<file path="config.mk">
export PLATFORM = sky130hd
export DESIGN_NAME = ai_shot_controller
export DESIGN_NICKNAME = d
export VERILOG_FILES = /design/src/rtl/ai_shot_controller.sv
export SDC_FILE = /design/constraint.sdc
export NUM_CORES = 1
export LEC_CHECK = 0
export CAP_MARGIN = 20
export CORE_AREA = 2 2 329 331
export CTS_CLUSTER_DIAMETER = 200
export DETAILED_ROUTE_END_ITERATION = 7
export DIE_AREA = 0 0 331 333
export HOLD_SLACK_MARGIN = 0.1
export SETUP_SLACK_MARGIN = 0.1
export SLEW_MARGIN = 20
export SYNTH_ARGS = -nofsm -noshare
export SYNTH_HDL_FRONTEND = slang
export SYNTH_SLANG_ARGS = --single-unit
</file>
<file path="constraint.sdc">
create_clock -name clk -period 6.2 [get_ports clk]
set_input_delay 0.62 -clock clk [delete_from_list [all_inputs] [get_ports clk]]
set_output_delay 0.62 -clock clk [all_outputs]
set_load 0.01 [all_outputs]
</file>
<file path="src/rtl/ai_shot_controller.sv">
// Sequences one AI turn: latch the board, restart the density engine, wait for it to settle,
// scan the 100 densities and hand the best unfired cell back to the game FSM.
//   state | meaning
//   IDLE  | ready for a request, engine held out of reset
//   KICK  | one-cycle engine restart, load wait timer
//   WAIT  | down-count until density is final
//   SCAN  | one cell per cycle, track highest unfired density
//   OUT   | result presented until shot_ready
module ai_shot_controller #(
    parameter int ENG_LATENCY = 320,
    parameter int CNT_W       = 9
) (
    input  logic         clk,
    input  logic         rst_n,
    input  logic         req_valid,
    output logic         req_ready,
    input  logic [99:0]  fired_in,
    input  logic [4:0]   ships_in,
    output logic         eng_rst_n,
    output logic [99:0]  eng_fired,
    output logic [4:0]   eng_ships,
    input  logic [599:0] eng_density,
    output logic         shot_valid,
    input  logic         shot_ready,
    output logic [6:0]   shot_idx,
    output logic [3:0]   shot_x,
    output logic [3:0]   shot_y,
    output logic         shot_none,
    output logic         busy
);

    typedef enum logic [2:0] {
        S_IDLE,
        S_KICK,
        S_WAIT,
        S_SCAN,
        S_OUT
    } state_t;

    state_t      state, state_d;
    logic        eng_rst_n_q, eng_rst_n_d;
    logic [99:0] fired_q, fired_d;
    logic [4:0]  ships_q, ships_d;
    logic [CNT_W-1:0] wait_cnt, wait_cnt_d;
    logic [6:0]  scan_idx, scan_idx_d;
    logic [5:0]  best_val, best_val_d;
    logic [6:0]  best_idx, best_idx_d;
    logic        found, found_d;
    logic        valid_q, valid_d;
    logic [6:0]  idx_q, idx_d;
    logic [3:0]  x_q, x_d;
    logic [3:0]  y_q, y_d;
    logic        none_q, none_d;

    logic [5:0]  cur_dens;
    logic        cur_fired;
    logic        take;
    logic [6:0]  final_idx;
    logic [3:0]  final_x;
    logic [3:0]  final_y;

    always_comb begin
        cur_dens  = '0;
        cur_fired = 1'b0;
        for (int i = 0; i < 100; i++) begin
            if (scan_idx == 7'(i)) begin
                cur_dens  = eng_density[6*i +: 6];
                cur_fired = fired_q[i];
            end
        end
    end

    // Strict compare keeps the first (lowest-index) cell on ties.
    assign take      = !cur_fired && (!found || (cur_dens > best_val));
    assign final_idx = take ? scan_idx : best_idx;

    always_comb begin
        final_x = '0;
        final_y = '0;
        for (int i = 0; i < 100; i++) begin
            if (final_idx == 7'(i)) begin
                final_x = 4'(i % 10);
                final_y = 4'(i / 10);
            end
        end
    end

    always_comb begin
        state_d     = state;
        eng_rst_n_d = 1'b1;
        fired_d     = fired_q;
        ships_d     = ships_q;
        wait_cnt_d  = wait_cnt;
        scan_idx_d  = scan_idx;
        best_val_d  = best_val;
        best_idx_d  = best_idx;
        found_d     = found;
        valid_d     = valid_q;
        idx_d       = idx_q;
        x_d         = x_q;
        y_d         = y_q;
        none_d      = none_q;

        case (state)
            S_IDLE: begin
                if (req_valid) begin
                    fired_d     = fired_in;
                    ships_d     = ships_in;
                    eng_rst_n_d = 1'b0;
                    state_d     = S_KICK;
                end
            end
            S_KICK: begin
                wait_cnt_d = CNT_W'(ENG_LATENCY - 1);
                state_d    = S_WAIT;
            end
            S_WAIT: begin
                if (wait_cnt == '0) begin
                    scan_idx_d = '0;
                    found_d    = 1'b0;
                    best_val_d = '0;
                    best_idx_d = '0;
                    state_d    = S_SCAN;
                end else begin
                    wait_cnt_d = wait_cnt - 1'b1;
                end
            end
            S_SCAN: begin
                if (take) begin
                    best_val_d = cur_dens;
                    best_idx_d = scan_idx;
                    found_d    = 1'b1;
                end
                if (scan_idx == 7'd99) begin
                    idx_d   = final_idx;
                    x_d     = final_x;
                    y_d     = final_y;
                    none_d  = !(found || take);
                    valid_d = 1'b1;
                    state_d = S_OUT;
                end else begin
                    scan_idx_d = scan_idx + 7'd1;
                end
            end
            S_OUT: begin
                if (shot_ready) begin
                    valid_d = 1'b0;
                    state_d = S_IDLE;
                end
            end
            default: state_d = S_IDLE;
        endcase
    end

    always_ff @(posedge clk or negedge rst_n) begin
        if (!rst_n) begin
            state       <= S_IDLE;
            eng_rst_n_q <= 1'b0;
            fired_q     <= '0;
            ships_q     <= '0;
            wait_cnt    <= '0;
            scan_idx    <= '0;
            best_val    <= '0;
            best_idx    <= '0;
            found       <= 1'b0;
            valid_q     <= 1'b0;
            idx_q       <= '0;
            x_q         <= '0;
            y_q         <= '0;
            none_q      <= 1'b0;
        end else begin
            state       <= state_d;
            eng_rst_n_q <= eng_rst_n_d;
            fired_q     <= fired_d;
            ships_q     <= ships_d;
            wait_cnt    <= wait_cnt_d;
            scan_idx    <= scan_idx_d;
            best_val    <= best_val_d;
            best_idx    <= best_idx_d;
            found       <= found_d;
            valid_q     <= valid_d;
            idx_q       <= idx_d;
            x_q         <= x_d;
            y_q         <= y_d;
            none_q      <= none_d;
        end
    end

    assign req_ready  = (state == S_IDLE);
    assign busy       = (state != S_IDLE);
    assign eng_rst_n  = eng_rst_n_q;
    assign eng_fired  = fired_q;
    assign eng_ships  = ships_q;
    assign shot_valid = valid_q;
    assign shot_idx   = idx_q;
    assign shot_x     = x_q;
    assign shot_y     = y_q;
    assign shot_none  = none_q;

endmodule

</file>
==> results by group, run 1 <==
Critical path
  – Buffers and inverters on the worst path: 7
  – Arr. time, crit path: 6730 ps
  – Crit path required time: 6610 ps
  – Startpoint type of the worst setup path: flop
  – Worst setup endpoint: shot_y[0]$_DFFE_PN0P_
  – Start point of the critical path: scan_idx[1]$_DFFE_PN0P_
  – Crit path largest cell delay: a little over 700 ps
  – R2R Setup Slk: -120 ps
  – CP Depth: 27
  – Family with the most delay on the worst path: simple AND/OR/NAND/NOR gates
  – Worst reg2reg startpoint: scan_idx[1]$_DFFE_PN0P_
  – Top fanout value on the critical path: 6
  – Type of the worst setup path: reg -> reg
  – Most used cell along the critical path: sky130_fd_sc_hd__buf_4
  – CP max stage cell: sky130_fd_sc_hd__or4_1
  – Critical Path Sink Type: flop
  – Reg2reg end: shot_y[0]$_DFFE_PN0P_
  – Reg2reg path depth: 27

Route
  – Routed via count divided by cell count: around 5.1
  – Drc violations: 0
  – DRC violation total after the first TritonRoute iteration: 2283
  – ANT nets after route: 0
  – Overall via count from detail_route: about 26000
  – Total detailed-routing wirelength: 160000 um
  – 1st-pass router iterations: 6
  – DR WL/cell: roughly 31 um

Yosys
  – Proportion of register bits with asynchronous set or reset after synthesis: 100%
  – Dominant synthesized flop cell: sky130_fd_sc_hd__dfrtp_1
  – Library cell occupying the most area in the post-synthesis netlist: sky130_fd_sc_hd__dfrtp_1
  – Synth warnings: 0
  – Top-area cell type share of the netlist area: 24.2%
  – Mean post-synth cell area: approximately 7.3 um^2
  – Post-synth design cell area: 0.0162 mm^2
  – Number of nets produced by synthesis: a little under 3000
  – Count of flip-flops with a built-in enable after synthesis: 0
  – Cell count after synthesis: ~2200
  – Number of unique standard cell types used by synthesis: 96
  – Biggest area contributors in the synthesized netlist: sky130_fd_sc_hd__dfrtp_1 24%, sky130_fd_sc_hd__mux2_2 7.3%, sky130_fd_sc_hd__nand2_1 7.2%
  – Yosys reg bits: around 160
  – Portion of the post-synthesis area used by sequential elements: about a quarter

Die
  – Die span in y: 333 um
  – Floorplan Core Area: between 0.1 and 0.15 mm^2
  – Initial cell density of the core: 15.2%
  – Die Span X: 331 um
  – Row cnt: 120
  – Number of top-level design ports: 834
  – Die Outline Area: 0.110 mm^2

Timing
  – Worst hold-check slack: ~480 ps
  – Worst Max-Slew Pin Slew: 1040 ps
  – Worst relative slew slack: a little over 30%
  – Number of setup violations in the final report: 6
  – Min setup slack post-route: -115 ps
  – Endpoints failing hold: 0
  – Number of pins exceeding their max-slew limit in the final report: 0
  – Minimum period implied by the final worst setup slack: approximately 6300 ps
  – Setup repair after global routing missed its margin: yes
  – Post-route clock period utilization: 102%
  – Highest achievable clock rate: 0.158 GHz
  – Layout Skew: 22.7 ps

Pwr
  – Leakage power: roughly 0.013 uW
  – Sw frac: approximately half
  – Portion of total power attributed to combinational logic: roughly four fifths
  – Worst ir drop on vdd: between 500 and 600 uV
  – Part of the total power dissipated in sequential elements: a little over a tenth
  – Cell Pwr Density: between 400 and 500 mW/mm^2
  – Power dissipated by switching net loads: around 7600 uW
  – Clock group share of total power: 7.9%
  – Internal power consumption: between 7000 and 8000 uW

Global routing
  – Global Route Usage Sum: between 20% and 30%
  – Global-route wire length before repair: ~210000 um
  – Leftover overflow at the end of global routing: 0
  – Maximum number of pins on one net before global-route repair: 62
  – Number of antenna violations at the first check in global routing: 84
  – Number of global-route vias before repair: 26400

Outcome
  – Failing checks: setup timing
  – Outcome: finished with violations

Placement
  – Detailed placer's ending HPWL: about 140000 um
  – Worst setup slack after placement: -1650 ps
  – Cell area after placement: ~0.031 mm^2
  – Final estimated routing congestion in global placement: 1.02
  – Number of port buffers: 833

CTS
  – Number of buffers inserted during clock tree synthesis: 17
  – Number of buffers on the longest clock path: 2
  – Clock slew seen by the registers of the worst setup and hold paths: around 80 ps
  – Clock root cell: sky130_fd_sc_hd__clkbuf_16
  – Number of clock sinks: 156
  – Clock tree from TritonCTS: built
  – Depth of the CTS H-tree: 4
  – Clock latency at the later pin of the worst-skew pair: between 500 and 600 ps

Min path
  – Hold path cells: 2
  – Path class of the lowest-slack min-delay path: reg -> reg
  – Hold Crit Start: shot_none$_DFFE_PN0P_

Finish
  – Share of layout cells above drive strength 1: around 29%
  – Leading cell types in the layout, fill and taps excluded: 832 x sky130_fd_sc_hd__clkdlybuf4s50_1, 668 x sky130_fd_sc_hd__buf_4, 294 x sky130_fd_sc_hd__nand2_1, 289 x sky130_fd_sc_hd__nor2_1, 153 x sky130_fd_sc_hd__dfrtp_1
  – Area added between synthesis and finish: 106%
  – NumNets Final: about 4400
  – Most frequent standard cell in the layout excluding fill and tap cells: sky130_fd_sc_hd__clkdlybuf4s50_1
  – Number of fill cells in the layout: roughly 11000
  – Final cell area excluding filler cells: 0.0333 mm^2

Job
  – Number of max-cap violations: 0
-- registers in the layout (all words and copies together), names as in the netlist --
signal and flops:
wait_cnt 9, best_val 6, scan_idx 7, state 3, found 1, eng_ships 5, shot_none 1, shot_x 4
shot_valid 1, shot_y 4, best_idx 7, eng_fired 100, eng_rst_n 1, shot_idx 7
-- power by group through the flow --
stage / registers, uW / clock network [uW] / logic, uW
after floorplan: 1450 / 0 / 5020
after global placement: 1600 / 0 / 10200
after detailed placement: 1600 / 0 / 10200
after CTS: 1580 / 1250 / 11900
after global routing: 1610 / 1280 / 13100
final: 1590 / 1220 / 12500
-- worst min-delay path: cells and delay by family, from the launching register on --
family | cells | cell delay [ps]
flip-flops | 1 | 350
AND/OR/NAND/NOR | 2 | 100
-- layer usage --
metal / track usage, % / vias up / wire (um)
met4: 8.64 / 80 / 4770
met3: 9.36 / 258 / 16700
met2: 45.7 / 1384 / 73900
met5: 0 / - / 533
met1: 34.2 / 12800 / 63700
li1: - / 11500 / -
-- logic make-up (layout without fill, tap and decap cells) --
family	count (synthesis)	after routing	synth area share (%)
buffers and inverters	157	1617	4.28
other	0	29	0
AND/OR/NAND/NOR	989	989	29.1
multiplexers	117	117	8.06
XOR/XNOR	9	9	0.488
AO/OA/AOI/OAI	765	767	33.1
flip-flops	156	156	24.2
adder cells (fa/ha/maj)	11	11	0.852
-- how the worst min path moves through the flow --
| stage | to | slack, ps |
|---|---|---|
| after CTS | shot_none$_DFFE_PN0P_ | 480 |
| final | shot_none$_DFFE_PN0P_ | 480 |
| after global placement | shot_none$_DFFE_PN0P_ | 460 |
| after detailed placement | shot_none$_DFFE_PN0P_ | 460 |
| after floorplan | best_idx[0]$_DFFE_PN0P_ | 320 |
| after global routing | shot_y[3]$_DFFE_PN0P_ | 510 |
-- through the flow --
stage          power [uW]  cells  setup TNS, ps  util [%]
2_1_floorplan        6470   2204              0         -
3_3_place_gp        11800   4998         -38010      29.2
3_5_place_dp        11800   4998         -37370      29.2
4_1_cts             14700   5052           -233      30.7
5_1_grt             16000   5087          -1610      31.2
6_report            15300   5098           -308      31.2
-- synth_stat cells (all sizes together), types with 12 or more instances --
master   instances
and3            15
a221o           24
o31ai           16
a31oi           39
nor2b           20
nand4           32
nor4            28
o2111ai         30
clkbuf          93
and2            15
nor3            95
o211ai          28
mux2           105
dfrtp          156
o22ai           71
buf             35
a21o            12
a211oi          26
inv             28
o221ai          24
nand2b          14
mux2i           12
a221oi          57
nor2           308
nand3           70
a22oi           29
a2111oi         32
nand2          311
o21ai          165
a21oi          122
-- area by class of cell --
| class | count | area (um^2) | share of cell area (%) |
|---|---|---|---|
| Antenna cell | 29 | 72.6 | 0.218 |
| Clock buffer | 17 | 425 | 1.28 |
| Clock inverter | 15 | 199 | 0.597 |
| Inverter | 29 | 109 | 0.327 |
| Multi-Input combinational cell | 1893 | 12700 | 38.0 |
| Sequential cell | 156 | 3910 | 11.7 |
| Tap cell | 1403 | 1760 | 5.27 |
| Timing Repair Buffer | 1556 | 14200 | 42.6 |
-- repair_timing --
action	CTS	global route
endpoints found under the setup margin	29	29
setup buffers	21	16
cloned	2	1
pin swaps	34	30
resized for setup	180	86
hold buffers	1	0
endpoints found under the hold margin	34	0
(Power assumes the default switching activity.)
==> inputs of run 2 (changes only) <==
--- a/config.mk
+++ b/config.mk
@@ -10,6 +10,7 @@
 export CTS_CLUSTER_DIAMETER = 200
 export DETAILED_ROUTE_END_ITERATION = 7
 export DIE_AREA = 0 0 331 333
+export GPL_ROUTABILITY_DRIVEN = 0
 export HOLD_SLACK_MARGIN = 0.1
 export SETUP_SLACK_MARGIN = 0.1
 export SLEW_MARGIN = 20
==> run 2 against run 1 <==
The flow finishes with violations (DRC, setup timing). Design area rose by 0.67%. Clock power barely moved. Via count rose by 1.9%. Clock skew fell by 1.5 ps. Global-route usage fell by 0.92 points. Routed wire length fell by 2.3%. Count of clock-buffer cells in the layout rose by 1. Largest cell class unchanged. Largest power group unchanged.
==> results by group, run 2 (synthesis results as in run 1) <==
Outcome
  – Outcome: finished with violations
  – Failing checks: DRC, setup timing

Timing
  – Number of setup violations in the final report: 4
  – Setup repair after global routing missed its margin: yes
  – Endpoints failing hold: 0
  – Min setup slack post-route: -163 ps
  – Number of pins exceeding their max-slew limit in the final report: 0
  – Post-route clock period utilization: 103%
  – Layout Skew: 21.2 ps
  – Minimum period implied by the final worst setup slack: 6360 ps
  – Worst hold-check slack: about 490 ps
  – Highest achievable clock rate: 0.157 GHz
  – Final setup TNS: -364 ps
  – Worst relative slew slack: about a third
  – Worst Max-Slew Pin Slew: slightly below 1000 ps

Die
  – Floorplan Core Area: between 0.1 and 0.15 mm^2
  – Die Span X: 331 um
  – Initial cell density of the core: 15.2%
  – Number of top-level design ports: 834
  – Die Outline Area: between 0.1 and 0.15 mm^2
  – Row cnt: 120
  – Die span in y: 333 um

Route
  – DRC violation total after the first TritonRoute iteration: about 2900
  – DR WL/cell: around 30 um
  – Drc violations: 5
  – ANT nets after route: 0
  – Overall via count from detail_route: 26500
  – 1st-pass router iterations: 8
  – Routed via count divided by cell count: about 5.2
  – Total detailed-routing wirelength: ~160000 um

Job
  – Number of max-cap violations: 0

Finish
  – Most frequent standard cell in the layout excluding fill and tap cells: sky130_fd_sc_hd__clkdlybuf4s50_1
  – Area added between synthesis and finish: 107%
  – Leading cell types in the layout, fill and taps excluded: 832 x sky130_fd_sc_hd__clkdlybuf4s50_1, 655 x sky130_fd_sc_hd__buf_4, 298 x sky130_fd_sc_hd__nand2_1, 289 x sky130_fd_sc_hd__nor2_1, 151 x sky130_fd_sc_hd__dfrtp_1
  – NumNets Final: roughly 4400
  – Share of layout cells above drive strength 1: roughly 30%
  – Max reg flops: 100

Global routing
  – Number of global-route vias before repair: around 26000
  – Leftover overflow at the end of global routing: 0
  – Number of antenna violations at the first check in global routing: a little under 100
  – Global Route Usage Sum: between 20 and 30%
  – Maximum number of pins on one net before global-route repair: 65
  – Global-route wire length before repair: 207000 um

Critical path
  – Top fanout value on the critical path: 6
  – Crit path required time: ~6600 ps
  – Family with the most delay on the worst path: compound AO/OA/AOI/OAI gates
  – Type of the worst setup path: reg -> reg
  – Arr. time, crit path: a little under 7000 ps
  – Crit path largest cell delay: ~540 ps
  – Critical Path Sink Type: flop
  – CP max stage cell: sky130_fd_sc_hd__or4b_4
  – Startpoint type of the worst setup path: flop
  – Buffers and inverters on the worst path: 7

Min path
  – Path class of the lowest-slack min-delay path: reg -> reg

Placement
  – Number of port buffers: between 800 and 900
  – Detailed placer's ending HPWL: ~130000 um

Pwr
  – Leakage power: 0.0135 uW
  – Worst ir drop on vdd: about 540 uV
  – Cell Pwr Density: roughly 480 mW/mm^2

CTS
  – Clock slew seen by the registers of the worst setup and hold paths: 80 ps
  – Clock latency at the later pin of the worst-skew pair: ~520 ps
  – Number of clock sinks: approximately 160
  – Depth of the CTS H-tree: 4
  – Clock root cell: sky130_fd_sc_hd__clkbuf_16
  – Number of buffers inserted during clock tree synthesis: 17
  – Number of buffers on the longest clock path: 2
  – Clock tree from TritonCTS: built
run 2: cell types whose count changed in the layout (fill, tap and decap cells not counted), sizes merged:
| cell | before | now |
|---|---|---|
| buf | 722 | 714 |
| bufinv | 2 | 1 |
| clkbuf | 18 | 19 |
run 2: stage by stage:
stage	instances	power (uW)	instance area (um^2)	setup WS [ps]	util, %
3_5_place_dp	4965	11500	30900	-1670	29.0
6_report	5090	16200	33500	-163	31.4
4_1_cts	5039	14500	32700	-9.60	30.7
3_3_place_gp	4965	11400	30900	-1840	28.9
5_1_grt	5080	16800	33500	-379	31.4
2_1_floorplan	2204	6470	16200	127	-
run 2: path summary, 6_finish.rpt:
path	from	endpoint	slack [ps]	cells after the start
max reg2reg	scan_idx[3]$_DFFE_PN0P_	shot_x[2]$_DFFE_PN0P_	-160	29
max	scan_idx[3]$_DFFE_PN0P_	shot_x[2]$_DFFE_PN0P_	-160	29
min reg2reg	shot_idx[3]$_DFFE_PN0P_	shot_idx[3]$_DFFE_PN0P_	490	2
min in group asynchronous	rst_n	eng_fired[94]$_DFFE_PN0P_	530	2
min	shot_idx[3]$_DFFE_PN0P_	shot_idx[3]$_DFFE_PN0P_	490	2
max in group asynchronous	rst_n	scan_idx[5]$_DFFE_PN0P_	4330	3
run 2: repair_timing:
item | in CTS | in global routing
buffers inserted | 39 | 21
hold buffers | 1 | 0
pin swaps | 55 | 51
gates cloned | 3 | 1
hold endpoints to repair | 30 | 0
setup endpoints to repair | 29 | 27
gates resized for setup | 190 | 113
run 2: area by class of cell:
type | instances | area [um^2]
multi-input combinational | 1893 | 12900
clock buffer | 18 | 429
clock inverter | 14 | 171
tap | 1403 | 1760
sequential | 156 | 3910
fill | 11400 | 73100
timing repair buffer | 1548 | 14200
inverter | 29 | 114
antenna | 29 | 72.6
run 2: power by group:
group	total, uW	leakage [uW]	switching (uW)	internal [uW]
combinational	13400	0.0113	6820	6530
sequential	1620	0.00187	374	1240
clock	1190	0.000289	608	578
total	16200	0.0135	7800	8350
run 2: layer usage:
| metal | wire (um) | GRT usage (%) |
|---|---|---|
| met2 | 69900 | 43.1 |
| met3 | 19800 | 11.8 |
| met1 | 59000 | 31.8 |
| met4 | 6490 | 9.72 |
| met5 | 662 | 0 |
run 2: worst reg2reg max path, delay by kind of cell, from the launching register on:
family | cells | cell delay, ps
compound gates | 15 | 3340
simple gates | 6 | 1150
flops | 1 | 460
fa+ha+maj | 1 | 320
buf+inv | 7 | 950
